[src/rtl/bsg_clk_gen_calib_pkg.sv]
// Shared types and defaults for the oscillator calibration sequencer.
package bsg_clk_gen_calib_pkg;

    localparam int unsigned default_count_width_lp  = 16;
    localparam int unsigned default_window_width_lp = 20;

    typedef enum logic [2:0] {
        e_calib_idle,
        e_calib_mrst,
        e_calib_apply,
        e_calib_measure,
        e_calib_decide,
        e_calib_final,
        e_calib_final_measure,
        e_calib_done
    } bsg_clk_gen_calib_state_e;

    typedef enum logic [2:0] {
        e_meas_idle,
        e_meas_clear,
        e_meas_count,
        e_meas_hold,
        e_meas_sample
    } bsg_clk_gen_calib_meas_state_e;

endpackage

[src/rtl/bsg_clk_gen_calib_measure.sv]
// One measurement pass: clear the divided-clock counter, count for a window,
// let it go quiescent, then take a sample that is stable on two consecutive cycles.
module bsg_clk_gen_calib_measure
    import bsg_clk_gen_calib_pkg::*;
#(
    parameter int unsigned count_width_p   = default_count_width_lp,
    parameter int unsigned window_width_p  = default_window_width_lp,
    parameter int unsigned settle_cycles_p = 64
) (
    input  logic                      clk_i,
    input  logic                      reset_i,
    input  logic                      start_i,
    input  logic [window_width_p-1:0] window_i,
    input  logic [count_width_p-1:0]  div_count_i,
    output logic                      div_clear_o,
    output logic                      div_enable_o,
    output logic                      done_o,
    output logic [count_width_p-1:0]  sample_o
);

    localparam int unsigned settle_width_lp = $clog2(settle_cycles_p + 1);
    localparam logic [settle_width_lp-1:0] settle_last_lp = settle_width_lp'(settle_cycles_p - 1);

    bsg_clk_gen_calib_meas_state_e state_r;
    logic [settle_width_lp-1:0]    settle_cnt_r;
    logic [window_width_p-1:0]     win_cnt_r;
    logic [count_width_p-1:0]      first_r;
    logic                          first_v_r;

    always_ff @(posedge clk_i) begin
        if (reset_i) begin
            state_r      <= e_meas_idle;
            div_clear_o  <= 1'b0;
            div_enable_o <= 1'b0;
            done_o       <= 1'b0;
            sample_o     <= '0;
            settle_cnt_r <= '0;
            win_cnt_r    <= '0;
            first_r      <= '0;
            first_v_r    <= 1'b0;
        end else begin
            done_o <= 1'b0;
            case (state_r)
                e_meas_idle: begin
                    if (start_i) begin
                        div_clear_o  <= 1'b1;
                        settle_cnt_r <= '0;
                        state_r      <= e_meas_clear;
                    end
                end
                e_meas_clear: begin
                    if (settle_cnt_r == settle_last_lp) begin
                        div_clear_o  <= 1'b0;
                        div_enable_o <= 1'b1;
                        win_cnt_r    <= '0;
                        state_r      <= e_meas_count;
                    end else begin
                        settle_cnt_r <= settle_cnt_r + 1'b1;
                    end
                end
                e_meas_count: begin
                    if (win_cnt_r == window_i - window_width_p'(1)) begin
                        div_enable_o <= 1'b0;
                        settle_cnt_r <= '0;
                        state_r      <= e_meas_hold;
                    end else begin
                        win_cnt_r <= win_cnt_r + 1'b1;
                    end
                end
                e_meas_hold: begin
                    if (settle_cnt_r == settle_last_lp) begin
                        first_v_r <= 1'b0;
                        state_r   <= e_meas_sample;
                    end else begin
                        settle_cnt_r <= settle_cnt_r + 1'b1;
                    end
                end
                e_meas_sample: begin
                    // Cross-domain value: accept only after two matching captures.
                    if (!first_v_r) begin
                        first_r   <= div_count_i;
                        first_v_r <= 1'b1;
                    end else if (div_count_i == first_r) begin
                        sample_o <= first_r;
                        done_o   <= 1'b1;
                        state_r  <= e_meas_idle;
                    end else begin
                        first_r <= div_count_i;
                    end
                end
                default: state_r <= e_meas_idle;
            endcase
        end
    end

endmodule

[src/rtl/bsg_clk_gen_calib_ctrl.sv]
// Successive-approximation calibration of the oscillator control code,
// driving the monitor mux/divider controls and the measurement pass.
module bsg_clk_gen_calib_ctrl
    import bsg_clk_gen_calib_pkg::*;
#(
    parameter int unsigned ctl_width_p     = 5,
    parameter int unsigned count_width_p   = default_count_width_lp,
    parameter int unsigned window_width_p  = default_window_width_lp,
    parameter int unsigned settle_cycles_p = 64
) (
    input  logic                      clk_i,
    input  logic                      reset_i,
    input  logic                      start_i,
    input  logic [count_width_p-1:0]  target_i,
    input  logic [count_width_p-1:0]  tolerance_i,
    input  logic [window_width_p-1:0] window_i,
    input  logic [count_width_p-1:0]  div_count_i,
    output logic                      mon_sel_o,
    output logic                      mon_reset_o,
    output logic                      div_reset_o,
    output logic                      div_clear_o,
    output logic                      div_enable_o,
    output logic [ctl_width_p-1:0]    ctl_o,
    output logic                      ctl_v_o,
    output logic                      busy_o,
    output logic                      done_o,
    output logic                      locked_o,
    output logic [count_width_p-1:0]  count_o
);

    localparam int unsigned bit_width_lp    = (ctl_width_p > 1) ? $clog2(ctl_width_p) : 1;
    localparam int unsigned settle_width_lp = $clog2(settle_cycles_p + 1);
    localparam logic [settle_width_lp-1:0] settle_last_lp = settle_width_lp'(settle_cycles_p - 1);

    bsg_clk_gen_calib_state_e   state_r;
    logic [bit_width_lp-1:0]    bit_r;
    logic [ctl_width_p-1:0]     kept_r;
    logic [count_width_p-1:0]   target_r;
    logic [count_width_p-1:0]   tol_r;
    logic [window_width_p-1:0]  window_r;
    logic [settle_width_lp-1:0] settle_cnt_r;
    logic                       meas_start_r;

    logic                       meas_done;
    logic [count_width_p-1:0]   meas_sample;

    logic [ctl_width_p-1:0]     bit_mask;
    logic [ctl_width_p-1:0]     trial;
    logic [ctl_width_p-1:0]     kept_next;
    logic [ctl_width_p-1:0]     next_trial;
    logic [count_width_p:0]     abs_err;
    logic                       locked_next;

    always_comb begin
        bit_mask   = ctl_width_p'(1) << bit_r;
        trial      = kept_r | bit_mask;
        // Count still at/above target means the clock is too fast: keep the delay bit.
        kept_next  = (meas_sample >= target_r) ? trial : kept_r;
        next_trial = kept_next | (bit_mask >> 1);
        abs_err    = (meas_sample >= target_r)
                   ? ({1'b0, meas_sample} - {1'b0, target_r})
                   : ({1'b0, target_r} - {1'b0, meas_sample});
        locked_next = (abs_err <= {1'b0, tol_r});
    end

    bsg_clk_gen_calib_measure #(
        .count_width_p  (count_width_p),
        .window_width_p (window_width_p),
        .settle_cycles_p(settle_cycles_p)
    ) measure (
        .clk_i       (clk_i),
        .reset_i     (reset_i),
        .start_i     (meas_start_r),
        .window_i    (window_r),
        .div_count_i (div_count_i),
        .div_clear_o (div_clear_o),
        .div_enable_o(div_enable_o),
        .done_o      (meas_done),
        .sample_o    (meas_sample)
    );

    always_ff @(posedge clk_i) begin
        if (reset_i) begin
            state_r      <= e_calib_idle;
            mon_sel_o    <= 1'b0;
            mon_reset_o  <= 1'b1;
            div_reset_o  <= 1'b1;
            ctl_o        <= '0;
            ctl_v_o      <= 1'b0;
            busy_o       <= 1'b0;
            done_o       <= 1'b0;
            locked_o     <= 1'b0;
            count_o      <= '0;
            bit_r        <= '0;
            kept_r       <= '0;
            target_r     <= '0;
            tol_r        <= '0;
            window_r     <= '0;
            settle_cnt_r <= '0;
            meas_start_r <= 1'b0;
        end else begin
            ctl_v_o      <= 1'b0;
            meas_start_r <= 1'b0;
            case (state_r)
                e_calib_idle, e_calib_done: begin
                    if (start_i) begin
                        target_r     <= target_i;
                        tol_r        <= tolerance_i;
                        window_r     <= (window_i == '0) ? window_width_p'(1) : window_i;
                        bit_r        <= bit_width_lp'(ctl_width_p - 1);
                        kept_r       <= '0;
                        busy_o       <= 1'b1;
                        done_o       <= 1'b0;
                        locked_o     <= 1'b0;
                        mon_reset_o  <= 1'b1;
                        div_reset_o  <= 1'b1;
                        settle_cnt_r <= '0;
                        state_r      <= e_calib_mrst;
                    end
                end
                e_calib_mrst: begin
                    if (settle_cnt_r == settle_last_lp) begin
                        mon_reset_o  <= 1'b0;
                        div_reset_o  <= 1'b0;
                        ctl_o        <= trial;
                        ctl_v_o      <= 1'b1;
                        settle_cnt_r <= '0;
                        state_r      <= e_calib_apply;
                    end else begin
                        settle_cnt_r <= settle_cnt_r + 1'b1;
                    end
                end
                e_calib_apply: begin
                    if (settle_cnt_r == settle_last_lp) begin
                        meas_start_r <= 1'b1;
                        state_r      <= e_calib_measure;
                    end else begin
                        settle_cnt_r <= settle_cnt_r + 1'b1;
                    end
                end
                e_calib_measure: begin
                    if (meas_done) begin
                        count_o <= meas_sample;
                        state_r <= e_calib_decide;
                    end
                end
                e_calib_decide: begin
                    kept_r       <= kept_next;
                    settle_cnt_r <= '0;
                    ctl_v_o      <= 1'b1;
                    if (bit_r != '0) begin
                        bit_r   <= bit_r - bit_width_lp'(1);
                        ctl_o   <= next_trial;
                        state_r <= e_calib_apply;
                    end else begin
                        ctl_o   <= kept_next;
                        state_r <= e_calib_final;
                    end
                end
                e_calib_final: begin
                    if (settle_cnt_r == settle_last_lp) begin
                        meas_start_r <= 1'b1;
                        state_r      <= e_calib_final_measure;
                    end else begin
                        settle_cnt_r <= settle_cnt_r + 1'b1;
                    end
                end
                e_calib_final_measure: begin
                    if (meas_done) begin
                        count_o  <= meas_sample;
                        locked_o <= locked_next;
                        ctl_o    <= kept_r;
                        busy_o   <= 1'b0;
                        done_o   <= 1'b1;
                        state_r  <= e_calib_done;
                    end
                end
                default: state_r <= e_calib_idle;
            endcase
        end
    end

endmodule

[config.mk]
export PLATFORM = sky130hd
export DESIGN_NAME = bsg_clk_gen_calib_ctrl
export DESIGN_NICKNAME = d
export VERILOG_FILES = /design/src/rtl/bsg_clk_gen_calib_pkg.sv /design/src/rtl/bsg_clk_gen_calib_measure.sv /design/src/rtl/bsg_clk_gen_calib_ctrl.sv
export SDC_FILE = /design/constraint.sdc
export NUM_CORES = 1
export LEC_CHECK = 0
export CAP_MARGIN = 20
export CORE_ASPECT_RATIO = 0.75
export CORE_MARGIN = 4
export CORE_UTILIZATION = 60
export CTS_CLUSTER_DIAMETER = 30
export DETAILED_ROUTE_END_ITERATION = 6
export GPL_TIMING_DRIVEN = 0
export PLACE_DENSITY_LB_ADDON = 0.15
export SYNTH_ARGS = -nofsm -noshare
export SYNTH_HDL_FRONTEND = slang
export SYNTH_HIERARCHICAL = 1
export SYNTH_SLANG_ARGS = --single-unit
[constraint.sdc]
create_clock -name clk_i -period 9.5 [get_ports clk_i]
set_input_delay 0.95 -clock clk_i [delete_from_list [all_inputs] [get_ports clk_i]]
set_output_delay 0.95 -clock clk_i [all_outputs]
set_load 0.01 [all_outputs]
=== Word level (Yosys, flattened, before mapping) ===
Cells that the tools add are included.
Widths: inputs -> output; s select.

* Latch bits: 0
* Bits in read-only memories: 0
* Memories kept: 0
* Register bits after elaboration: 163
* Input port bits: 71
* Bits in writable memories: 0

* Multiplexer cells: 60
* Add/sub/neg operators: 7
* Shift-type cells: 1
* Reductions and logical operators: 36
* $mul: 0
* $lt $le $gt $ge: 2
* Divide/modulo/power cells: 0
* Bitwise logic cells: 5
* Eq/ne operators: 32

{| class="wikitable"
|+ Operators with widths
! operator !! count
|-
| $mux 20 || 3
|-
| $mux 3 || 15
|-
| $mux 7 || 6
|-
| $pmux 20 s2 || 1
|-
| $sub 16x16->17 || 2
|-
| $mux 16 || 2
|-
| $pmux 7 s4 || 1
|-
| $reduce_and 3->1 || 9
|-
| $mux 5 || 5
|-
| $pmux 3 s7 || 1
|-
| $pmux 7 s3 || 1
|-
| $add 20x1->20 const B || 1
|-
| $eq 20x20->1 || 1
|-
| $logic_not 20->1 || 1
|-
| $ne 2x2->1 const B || 10
|-
| $sub 20x1->20 const B || 1
|-
| $le 17x16->1 || 1
|-
| $mux 17 || 1
|-
| $eq 16x16->1 || 1
|-
| $ge 16x16->1 || 1
|-
| $pmux 1 s2 || 8
|-
| $eq 3x3->1 const B || 5
|-
| $pmux 3 s5 || 1
|-
| $pmux 5 s3 || 1
|-
| 22 further kinds || 64
|}

=== Logic depth before layout (Yosys ltp) ===
* Depth after elaboration: 6
* Mapped depth: 22
* Depth with buffers taken out: 21

=== Cells and area by module ===
The synthesis kept the hierarchy.

{| class="wikitable"
|+ By module, submodules not included
! module !! seq. area each (sq um) !! times used !! cells each !! area an instance (sq um)
|-
| bsg_clk_gen_calib_ctrl || 1941.9 || 1 || 785 || 6037.0
|-
| bsg_clk_gen_calib_measure || 1321.3 || 1 || 444 || 3853.7
|}

=== Least setup slack after synthesis ===
No wires, ideal clock.

* Path type: flip-flop to flip-flop
* From: reg target_r[14]
* To: reg locked_o
* Path buffers: 3
* Library setup time: 0.061 ns
* Cell stages (with the launch flop): 20
* Arrival: 3.683 ns
* Setup slack: 5.756 ns
* Path through: dfxtp_1 -> inv_1 -> ha_1 -> buf_4 -> a21o_1 -> a221oi_4 -> and3_1 -> buf_6 -> buf_2 -> mux2i_1 -> xnor2_1 -> ha_1 -> a21o_1 -> a21o_1 -> a21oi_1 -> o211ai_1 -> a21oi_1 -> a31oi_1 -> a2111oi_0 -> a32o_1

* Word-level cells in the longest chain between the ends: 5
* Elaborated cells between the ends (all ways): 7

{| class="wikitable"
|+ RTL lines
! what !! RTL line !! text
|-
| start, declared || bsg_clk_gen_calib_ctrl.sv:38 || <nowiki>logic [count_width_p-1:0] target_r;</nowiki>
|-
| start signal, assigned || bsg_clk_gen_calib_ctrl.sv:107 || <nowiki>target_r <= target_i;</nowiki>
|-
| $sub 16x16->17, or another cell as far along || bsg_clk_gen_calib_ctrl.sv:62 || <nowiki>: ({1'b0, target_r} - {1'b0, meas_sample});</nowiki>
|-
| $mux 17 (*) || bsg_clk_gen_calib_ctrl.sv:61 || <nowiki>? ({1'b0, meas_sample} - {1'b0, target_r})</nowiki>
|-
| $le 17x16->1 (*) || bsg_clk_gen_calib_ctrl.sv:63 || <nowiki>locked_next = (abs_err <= {1'b0, tol_r});</nowiki>
|-
| $mux 1 (*) || bsg_clk_gen_calib_ctrl.sv:169 || <nowiki>if (meas_done) begin</nowiki>
|-
| $pmux 1 s2 (*) || bsg_clk_gen_calib_ctrl.sv:104 || <nowiki>case (state_r)</nowiki>
|-
| end signal, assigned || bsg_clk_gen_calib_ctrl.sv:171 || <nowiki>locked_o <= locked_next;</nowiki>
|-
| end, declared || bsg_clk_gen_calib_ctrl.sv:27 || <nowiki>output logic locked_o,</nowiki>
|}

Mark *: on every way between the ends. The rest lies on a longest branch, timed or not. The select of a mux whose other input is x is not followed.
A chain may end at the register's enable or synchronous reset.

=== Worst setup path after layout ===
* From: reg measure.sample_o[0]
* To: reg locked_o

* Word-level cells in the longest chain between the ends: 5
* Elaborated cells between the ends (all ways): 7

{| class="wikitable"
|+ RTL lines
! what !! RTL line !! text
|-
| start, declared || bsg_clk_gen_calib_measure.sv:18 || <nowiki>output logic [count_width_p-1:0] sample_o</nowiki>
|-
| start signal, assigned || bsg_clk_gen_calib_measure.sv:84 || <nowiki>sample_o <= first_r;</nowiki>
|-
| $sub 16x16->17, or another cell as far along || bsg_clk_gen_calib_ctrl.sv:62 ||
|-
| $mux 17 (*) || bsg_clk_gen_calib_ctrl.sv:61 ||
|-
| $le 17x16->1 (*) || bsg_clk_gen_calib_ctrl.sv:63 ||
|-
| $mux 1 (*) || bsg_clk_gen_calib_ctrl.sv:169 ||
|-
| $pmux 1 s2 (*) || bsg_clk_gen_calib_ctrl.sv:104 ||
|}

Marks and branches as above.

==> flow_summary.json <==
{
  "status": "finished clean",
  "cts_buffers": 17,
  "io-pin-count": 101,
  "vias": 9200,
  "synth_cell_types": 79,
  "post_cts_buffers": 0,
  "fin_crit_sh_pct": 50.9,
  "portBuffers": 98,
  "first_iter_violations": 797,
  "synth.net_count": 1359,
  "h-tree-depth": 4,
  "tightest_slew_ns": 0.882,
  "avgSynthCellArea_um2": 8.05,
  "fmax_mhz": 207,
  "area_growth_pct": 18.2,
  "p_leak_nw": 4.67,
  "totalNegativeSetupSlack_ns": 0,
  "fp-row-count": 40,
  "hold_buffers": 0,
  "final-hold-violation-count": 0,
  "yosys-top-cells-area": "dfxtp_1, ha_1, a21oi_1",
  "mostFrequentLayoutCell": "dfxtp_1",
  "cp_cell_sequence": "ha_1 > inv_1 > fa_1 > a21o_1 > a211oi_1 > nor2_1 > o41ai_1 > a21oi_1 > a31oi_1 > xnor2_1 > ha_1 > a21o_1 > a21o_1 > a21oi_1 > o21ai_0 > a21oi_1 > a31oi_1 > a2111oi_0 > a32o_1",
  "power.share.clock_pct": 24.4,
  "die_w_um": 156,
  "cts_resized": 0,
  "final_cell_mix": "dfxtp_1, nand2_1, a21oi_1, nor2_1, clkdlybuf4s50_1",
  "final_cells": 1570,
  "p_seq_share_pct": 29.5,
  "rr_startpoint": "measure/sample_o[0]",
  "regToRegSetupSlack_ns": 4.67,
  "relSlewSlack_pct": 40.7,
  "critPathMaxStageDelay_ns": 0.64,
  "fillers": 1282,
  "post-route-min-period_ns": 4.83,
  "synth_area_um2": 9890,
  "yosys_warnings": 6,
  "cp_slowest_cell": "o41ai_1",
  "drive_gt1_share_pct": 6.47,
  "worstSetupStartpointType": "flip-flop",
  "maxCapViolCount": 0,
  "worstSetupPathType": "reg2reg",
  "viasPerCell": 5.86,
  "clk_latency_ns": 0.43,
  "synth.yosys.seq_area_share_pct": 33.0,
  "grt_usage_pct": 28.8,
  "ant_nets": 0,
  "synth-edff-count": 0,
  "async_flop_share_pct": 0,
  "cts.path.max_buffers": 2,
  "syn_inst": 1229,
  "wl_per_cell_um": 17.0,
  "path_max_fanout": 4,
  "end_kind": "flip-flop",
  "ys.flop_type": "dfxtp_1",
  "grt_overflow_total": 0,
  "p_total_mw": 2.70,
  "die_area_um2": 18600,
  "p_per_area_nw_per_um2": 231,
  "clock_skew_ns": 0.0117,
  "hp-class": "reg2reg",
  "grt_max_degree": 17,
  "drv_slew": 0,
  "placedCellCount": 1537,
  "start_util_pct": 61.6,
  "core_um2": 16100,
  "n_antenna_cell": 0,
  "drtPass1Iterations": 5,
  "die_h_um": 119,
  "setup_viol": 0,
  "critPathRequiredTime_ns": 9.87,
  "hpwl_um": 20400,
  "crit_arrival_ns": 5.20,
  "final_nets": 1477,
  "place_congestion": 0.955,
  "drc": 0,
  "synth_top_area_cell": "dfxtp_1",
  "crit_start": "measure/sample_o[0]",
  "ys_seq_elements": 163,
  "grt_pass1_wl_um": 43400,
  "switchingPower_mw": 1.09,
  "synth_top_area_share_pct": 33.0,
  "wirelength_um": 26800,
  "pwr-share-comb_pct": 46.1,
  "grt_pass1_vias": 8480,
  "clkSinkCount": 163,
  "min_from": "tol_r[11]",
  "peakVddDrop_v": 0.000116,
  "p_int_mw": 1.61,
  "antenna_found_initial": 0,
  "rsz0062_at_grt": "false",
  "clkTransAtPathRegs_ns": 0.07,
  "cts_tree": "built",
  "cts_root_buf": "clkbuf_16",
  "switching_share_pct": 40.3
}
## through the flow
step	utilization [%]	instance area (um^2)	worst slack (ns)	hold slack (ns)
2_1_floorplan	-	9890	5.76	0.435
3_3_place_gp	69.3	11100	4.92	0.440
3_5_place_dp	69.3	11100	4.90	0.447
4_1_cts	72.7	11700	4.82	0.456
5_1_grt	72.8	11700	4.31	0.477
6_report	72.8	11700	4.67	0.454
## cell usage after synthesis (all sizes together), types with 4 or more instances
cell / count
dfxtp: 163
nand2: 158
a21oi: 134
nor2: 122
inv: 69
mux2i: 63
ha: 57
clkbuf: 46
xnor2: 33
nand3: 32
o21ai: 32
nor3: 30
xor2: 26
buf: 24
nor4: 21
nand4: 18
a211oi: 17
a21o: 17
and3: 15
or3: 15
a31oi: 12
or4: 12
o31ai: 10
nand2b: 9
nor2b: 8
o21a: 8
a22oi: 7
o211ai: 7
a211o: 4
and4b: 4
mux2: 4
nand3b: 4
nor3b: 4
## flip-flops by register name, summed over array words and instances, names as in the netlist, 3 cells and up
register / flops
tol_r: 16
bit_r: 3
count_o: 16
window_r: 20
target_r: 16
state_r: 3
kept_r: 5
measure/win_cnt_r: 20
measure/first_r: 16
measure/sample_o: 16
measure/settle_cnt_r: 7
measure/state_r: 3
settle_cnt_r: 7
ctl_o: 5
## per-layer routing
layer  routed length, um  GRT usage (%)  part of all wire [%]  up-vias
li1                    -              -                     -     4555
met1               13000           43.6                    49     4282
met2               11200           41.9                    42      337
met3                2170           5.45                   8.1       26
met4                 335           7.10                   1.3        0
met5                   0              0                     0        -
## power by group through the flow
stage	combinational, mW	sequential [mW]	clock (mW)
2_1_floorplan	0.904	0.802	0
3_3_place_gp	1.19	0.808	0
3_5_place_dp	1.21	0.810	0
4_1_cts	1.22	0.795	0.665
5_1_grt	1.37	0.804	0.698
6_report	1.24	0.796	0.659
## area by class of cell
cell class / count / area (um^2) / area share [%]
clock buffer: 21 / 460 / 3.94
sequential: 163 / 3260 / 27.9
clock inverter: 11 / 92.6 / 0.792
multi-input combinational: 927 / 6020 / 51.4
timing repair buffer: 99 / 988 / 8.45
buffer: 70 / 353 / 3.02
inverter: 69 / 259 / 2.21
tap: 210 / 263 / 2.25
## kinds of logic after synthesis
| group | Yosys count | synth area share [%] |
|---|---|---|
| buf+inv | 139 | 6.19 |
| flops | 163 | 33.0 |
| xor+xnor | 59 | 5.22 |
| other cells | 1 | 0.0379 |
| mux | 67 | 6.83 |
| simple gates | 464 | 23.3 |
| fa+ha+maj | 59 | 7.62 |
| compound gates | 277 | 17.8 |
## path summary, 6_finish.rpt
| kind | end | cells after the start |
|---|---|---|
| min | tol_r[11] | 2 |
| max reg2reg | locked_o | 19 |
| min reg2reg | tol_r[11] | 2 |
| max | locked_o | 19 |
## worst max-delay path, delay by kind of cell (launching register included)
family,cells,cell delay [ns]
compound gates,13,3.10
simple gates,1,0.09
buf+inv,1,0.05
flops,1,0.49
xor+xnor,1,0.15
fa+ha+maj,3,0.88
No activity file was read; power rests on OpenSTA's default activity.
